## config.mk

```make
export PLATFORM = sky130hd
export DESIGN_NAME = ritmo_player
export DESIGN_NICKNAME = d
export VERILOG_FILES = /design/src/rtl/ritmo_player.sv
export SDC_FILE = /design/constraint.sdc
export NUM_CORES = 1
export LEC_CHECK = 0
export BUFFER_PORTS_ARGS = -buffer_cell sky130_fd_sc_hd__buf_2
export CORE_AREA = 2 2 56 84
export CTS_CLUSTER_SIZE = 28
export DETAILED_ROUTE_END_ITERATION = 16
export DIE_AREA = 0 0 58 86
export GPL_ROUTABILITY_DRIVEN = 0
export PLACE_DENSITY = 0.8
export REMOVE_ABC_BUFFERS = 1
export SKIP_LAST_GASP = 1
export SLEW_MARGIN = 10
export SYNTH_ARGS = -nofsm -noshare
export SYNTH_HDL_FRONTEND = slang
export SYNTH_SLANG_ARGS = --single-unit
```

## constraint.sdc

```tcl
create_clock -name clk -period 2.7 [get_ports clk]
set_clock_uncertainty 0.15 [all_clocks]
set_input_delay 0.27 -clock clk [delete_from_list [all_inputs] [get_ports clk]]
set_output_delay 0.27 -clock clk [all_outputs]
set_load 0.03 [all_outputs]
```

## src/rtl/ritmo_player.sv

```systemverilog
// ritmo_player: plays one count-in slot and then a BEATS-slot LED beat pattern on each start edge.
module ritmo_player #(
  parameter int SLOT  = 25_000_000,
  parameter int PULSE = 12_500_000,
  parameter int BEATS = 4
) (
  input  logic             clk,
  input  logic             rst,
  input  logic             start,
  input  logic [BEATS-1:0] pattern,
  output logic             beat_led,
  output logic             slot_strobe,
  output logic [3:0]       slot_idx,
  output logic             busy,
  output logic             done
);
  localparam int CW = $clog2(SLOT);
  localparam int PE = PULSE > SLOT ? SLOT : PULSE;
  localparam logic [CW-1:0] LAST_CNT = CW'(SLOT - 1);
  localparam logic [3:0] LAST_IDX = 4'(BEATS - 1);
  typedef enum logic [1:0] {IDLE, LEAD, PLAY, DONE} state_t;
  state_t state_q, state_d;
  logic [CW-1:0] cnt_q, cnt_d;
  logic [3:0] idx_q, idx_d;
  logic [BEATS-1:0] pat_q, pat_d, pat_sh;
  logic start_q, led_q, led_d, strobe_q, strobe_d, busy_q, busy_d, done_q, done_d;
  always_comb begin
    state_d = state_q;
    cnt_d = cnt_q + 1'b1;
    idx_d = idx_q;
    pat_d = pat_q;
    strobe_d = 1'b0;
    busy_d = busy_q;
    done_d = 1'b0;
    case (state_q)
      IDLE: begin
        cnt_d = '0;
        if (start && !start_q) begin
          state_d = LEAD;
          pat_d = pattern;
          busy_d = 1'b1;
        end
      end
      LEAD: if (cnt_q == LAST_CNT) begin
        state_d = PLAY;
        cnt_d = '0;
        idx_d = '0;
        strobe_d = 1'b1;
      end
      PLAY: if (cnt_q == LAST_CNT) begin
        cnt_d = '0;
        if (idx_q < LAST_IDX) begin
          idx_d = idx_q + 4'd1;
          strobe_d = 1'b1;
        end else begin
          state_d = DONE;
          idx_d = '0;
          busy_d = 1'b0;
          done_d = 1'b1;
        end
      end
      default: begin
        state_d = IDLE;
        cnt_d = '0;
      end
    endcase
    // led is registered, so it is derived from the slot the next cycle belongs to
    pat_sh = pat_q >> idx_d;
    led_d = state_d == PLAY && pat_sh[0] && 32'(cnt_d) < PE;
  end
  always_ff @(posedge clk) begin
    if (rst) begin
      state_q <= IDLE;
      start_q <= 1'b0;
      cnt_q <= '0;
      idx_q <= '0;
      pat_q <= '0;
      led_q <= 1'b0;
      strobe_q <= 1'b0;
      busy_q <= 1'b0;
      done_q <= 1'b0;
    end else begin
      state_q <= state_d;
      start_q <= start;
      cnt_q <= cnt_d;
      idx_q <= idx_d;
      pat_q <= pat_d;
      led_q <= led_d;
      strobe_q <= strobe_d;
      busy_q <= busy_d;
      done_q <= done_d;
    end
  end
  assign beat_led = led_q;
  assign slot_strobe = strobe_q;
  assign slot_idx = idx_q;
  assign busy = busy_q;
  assign done = done_q;
endmodule

```

## Word-level counts from Yosys, hierarchy flattened

Index checks and enable logic that the tools add are counted.

- Register bits after elaboration: 40
- Input bits: 7
- Output and inout port bits: 8
- Word-level logic and storage cells: 53

- Add/subtract/negate cells: 2
- $lt $le $gt $ge: 2
- Equality and inequality tests: 7
- Shift-type cells: 1
- Mux-type cells: 20
- Bitwise logic cells: 2
- Reduce and logical (&&, ||, !) cells: 10

Operator list:

| cell | count |
|---|---|
| $mux 25 | 2 |
| $add 25x1->25 const B | 1 |
| $eq 25x25->1 const B | 1 |
| $lt 25x24->1 const B | 1 |
| $mux 4 | 3 |
| $mux 2 | 4 |
| $pmux 4 s2 | 1 |
| $mux 1 | 7 |
| $ne 2x2->1 const B | 3 |
| $pmux 2 s3 | 1 |
| $add 4x1->4 const B | 1 |
| $eq 2x2->1 const B | 2 |
| $lt 4x2->1 const B | 1 |
| $pmux 1 s2 | 2 |
| $reduce_and 4->1 | 1 |
| $shr 4x4->1 | 1 |
| $logic_and 1x1->1 | 3 |
| $reduce_or 3->1 | 1 |
| $eq 2x1->1 const B | 1 |
| $logic_not 2->1 | 1 |
| $not 1->1 | 2 |
| $reduce_and 2->1 | 1 |
| $reduce_bool 2->1 | 1 |
| $reduce_or 2->1 | 1 |
| $logic_not 1->1 | 1 |

## Longest topological paths before layout

- Depth after elaboration: 7
- Mapped depth: 9
- Mapped depth without buffers: 9

## Least setup slack after synthesis

Ideal clock, no wire load.

- Kind: reg-to-reg
- From: register cnt_q[0]
- To: register led_q, in the netlist beat_led
- Library setup time: 0.088 ns
- Data arrival time: 2.448 ns
- Data required time: 2.462 ns
- Path slack: 0.014 ns
- Stages on the path, launching flop included: 9
- Buffers on the path: 0
- Clock period less this slack: 2.686 ns
- Path through: dfxtp_1 ha_1 nand2_1 or4_1 or4_1 nor2_1 xnor2_1 o22ai_1 nor4_2

- Cells in the longest elaborated chain, start to end: 6
- Elaborated cells between the ends (all ways): 15
- Those cells by class: add/sub (1); order compare (1); eq/ne (2); shift (1); mux (8); reduce/logical (2)

RTL lines:

| what | RTL line | text |
|---|---|---|
| start, declared | 23 | `logic [CW-1:0] cnt_q, cnt_d;` |
| start signal, assigned | 85 | `cnt_q <= cnt_d;` |
| parallel branches: the longest is 5 deep, another holds $add 25x1->25 | n/a |  |
| $logic_and 1x1->1 * | 69 | `led_d = state_d == PLAY && pat_sh[0] && 32'(cnt_d) < PE;` |
| end signal, assigned | 88 | `led_q <= led_d;` |
| end, declared | 26 | `logic start_q, led_q, led_d, strobe_q, strobe_d, busy_q, busy_d, done_q, done_d;` |

Mark *: on every way between the ends.
A chain may end at the register's enable or synchronous reset.

## Worst setup path in the final report

- From: register cnt_q[1]
- To: register led_q, in the netlist beat_led

The elaborated chain is that of the path after synthesis.

==> metrics.txt <==
Fin Hold WS 0.05565 ns; Post-Synthesis Mean Instance Area 8.613 um^2; sort of element at the start of the critical path flop; worst reg2reg path startpoint cnt_q[1]; # setup viols final 0; worst min-delay path class in -> reg; relative slew slack 65.08%; clock tree from TritonCTS yes; number of top-level pins 15; launching element of the worst setup path cnt_q[1]; status finished clean; Final Critical Period 2.604 ns; Async S/R FF share, synth 0%; count of buffers inserted at the top-level ports 14; final max-slew violation count 0; wire length on met3 249 um; setup slack on the worst flop-to-flop path 0.1 ns; uppermost layer routed met4; number of cells traversed by the worst hold path 3; number of antenna diodes 0; gate count after technology mapping 259; clock tree root buffer cell clkbuf_8; wire length on met2 2.613 mm; vias per std cell 5.991; maximum clock rate 0.3840 GHz; placement row count 29; standby leakage power 0.9515 nW; total number of H-tree levels 2; sequential area share after synthesis 35.89%; initial standard-cell utilization of the core 53.00%; wire length of the first global-routing pass 8.569 mm; Filler Cells Inserted 380; post-synthesis cell type count 53; full die area 4988 um^2; Endpoint, Worst Hold pat_q[0]; die outline height 86 um; Met1 Wirelength 1.944 mm; DR vias 2,043; Seq cells post-synth 40; pin count of the biggest net entering global routing 23; number of buffers created by CTS 5; core region area 4209 um^2; fraction of final layout cells with drive strength greater than 1 21.36%; Worst Reg-to-Reg Cells 9; area added between synthesis and finish 16.77%; Synthesis Warnings 0; via count of the first global-routing pass 2,013; actual slew at the worst max-slew pin 0.5198 ns; reported max-cap violation count 0; final-report hold violation count 0; gr usage total 21.85%; most common flop cell mapped by yosys dfxtp_1; count of clock tree sinks 40; maximum fanout along the worst path 5; worst endpoint data arrival time 2.67 ns; startpoint of the tightest hold check path pattern[0]; final critical-path share of the clock period 96.45%; Detailed Route Iter0 Violations 81; count of flip-flops with a built-in enable after synthesis 0; maximum number of buffers from clock root to sink 2; TritonRoute pass-1 iters 4; power density cells 448.0 nW/um^2; clock latency at the later pin of the worst-skew pair 0.30 ns; overall power of the completed layout 1.167 mW; GRT overflow 0; terminus of the critical flop-to-flop path beat_led; endpoint class of the critical path flop; critical path data required time 2.77 ns; x dimension of the die 58 um; mean routed wirelength per cell 14.68 um; Clock Pin Slew Worst Setup and Hold Paths 0.08 ns; number of DRC violations after detailed routing 0; number of antenna violations at the first check in global routing 0; Post-Syn Area 2231 um^2; Setup CP Type reg -> reg; aggregate routed wire length 5.005 mm; setup repair after global routing missed its margin true; Post-DP HPWL 3.648 mm; worst vdd rail ir drop 0.4504 mV; Nets 308; Post-DRT Antenna Nets 0
[synth_stat cells, types with 6 or more instances]
library cell	number	area share [%]
nor3_1	10	2.2
nand4_1	11	3.1
nand2_1	14	2.4
nand3_1	12	2.7
xnor2_1	15	5.9
ha_1	7	3.9
mux2i_1	8	3.6
nor2_1	40	6.7
o21ai_0	7	1.6
clkbuf_1	9	1.5
dfxtp_1	40	36
inv_1	6	1.0
xor2_1	7	2.7
[report_power, final]
part / internal [mW] / total, mW / switching (mW) / leakage (nW)
Combinational: 0.0307 / 0.0756 / 0.0449 / 0.573
Clock: 0.274 / 0.488 / 0.214 / 0.0552
Sequential: 0.598 / 0.603 / 0.00493 / 0.324
[repair_timing]
action                     in CTS  in global routing
buffers inserted                0                  1
hold buffers                    0                  0
setup endpoints to repair       0                  2
resized for setup               0                  2
[final cells by class]
cell class | count | area (um^2) | share of cell area [%]
clock inverters | 2 | 35.03 | 1.345
flip-flops and latches | 40 | 800.8 | 30.74
repair buffers | 41 | 272.8 | 10.47
inverters | 6 | 22.52 | 0.8646
multi-input cells | 200 | 1344 | 51.59
well taps | 46 | 57.56 | 2.209
clock buffers | 6 | 72.57 | 2.786
[through the flow]
step           worst slack [ns]  util [%]  cells    TNS, ns  area (um^2)
6_report                0.09573     61.89    341          0         2605
5_1_grt               -0.001261     61.89    341  -0.001261         2605
4_1_cts                 0.03476     61.53    340          0         2590
3_5_place_dp            0.05162     58.98    332          0         2482
3_3_place_gp             0.1038     58.98    332          0         2482
2_1_floorplan          0.009848         -    246          0         2160
[how the worst max path moves through the flow]
stage / depth (start not counted) / slack (ns) / endpoint
global placement: 7 / 0.10 / beat_led
CTS: 7 / 0.03 / beat_led
floorplan: 7 / 0.01 / beat_led
finish: 9 / 0.1 / beat_led
global route: 9 / -0.001 / beat_led
detailed placement: 7 / 0.05 / beat_led
[worst max-delay path, stage by stage (launching register included)]
cell	delay, ns
dfxtp_1	0.35
ha_1	0.17
buf_4	0.14
nand4b_1	0.14
or4_4	0.55
o211a_1	0.26
a21oi_4	0.16
mux2i_1	0.10
mux2_2	0.28
nor4_2	0.24
[flip-flops by register name, indices dropped and copies added, names as in the netlist]
| register | flops |
|---|---|
| beat_led | 1 |
| busy | 1 |
| cnt_q | 25 |
| done | 1 |
| pat_q | 4 |
| slot_idx | 4 |
| slot_strobe | 1 |
| start_q | 1 |
| state_q | 2 |
[layout by cell type (no fill, tap or decap), drive strengths merged, types with 2 or more instances in the layout]
cell	count
nor2	41
inv	6
a211oi	3
nor4	6
dfxtp	40
o21ai	7
or4	4
or3	3
nor2b	3
xor2	7
nand2b	4
mux2i	8
nor3b	3
nor3	10
o21a	3
and3b	2
nand4b	3
nand4	11
clkbuf	6
nand2	14
a21oi	5
ha	7
nor4bb	2
a21boi	2
and3	4
nand3	12
and4	3
buf	41
nor4b	4
xnor2	15
[cell families after synthesis]
group,count (synthesis),synth area share [%]
multiplexers,9,4.094
adder cells (fa/ha/maj),7,3.926
flip-flops,40,35.89
XOR/XNOR,22,8.637
AO/OA/AOI/OAI,30,9.815
AND/OR/NAND/NOR,132,33.43
buffers and inverters,19,4.206
[metal layers]
metal / GRT usage, % / vias up
met5: 0 / -
met4: 12.26 / 0
met3: 4.374 / 26
met2: 39.88 / 69
met1: 22.47 / 948
li1: - / 1000
No activity file was read; power rests on OpenSTA's default activity.
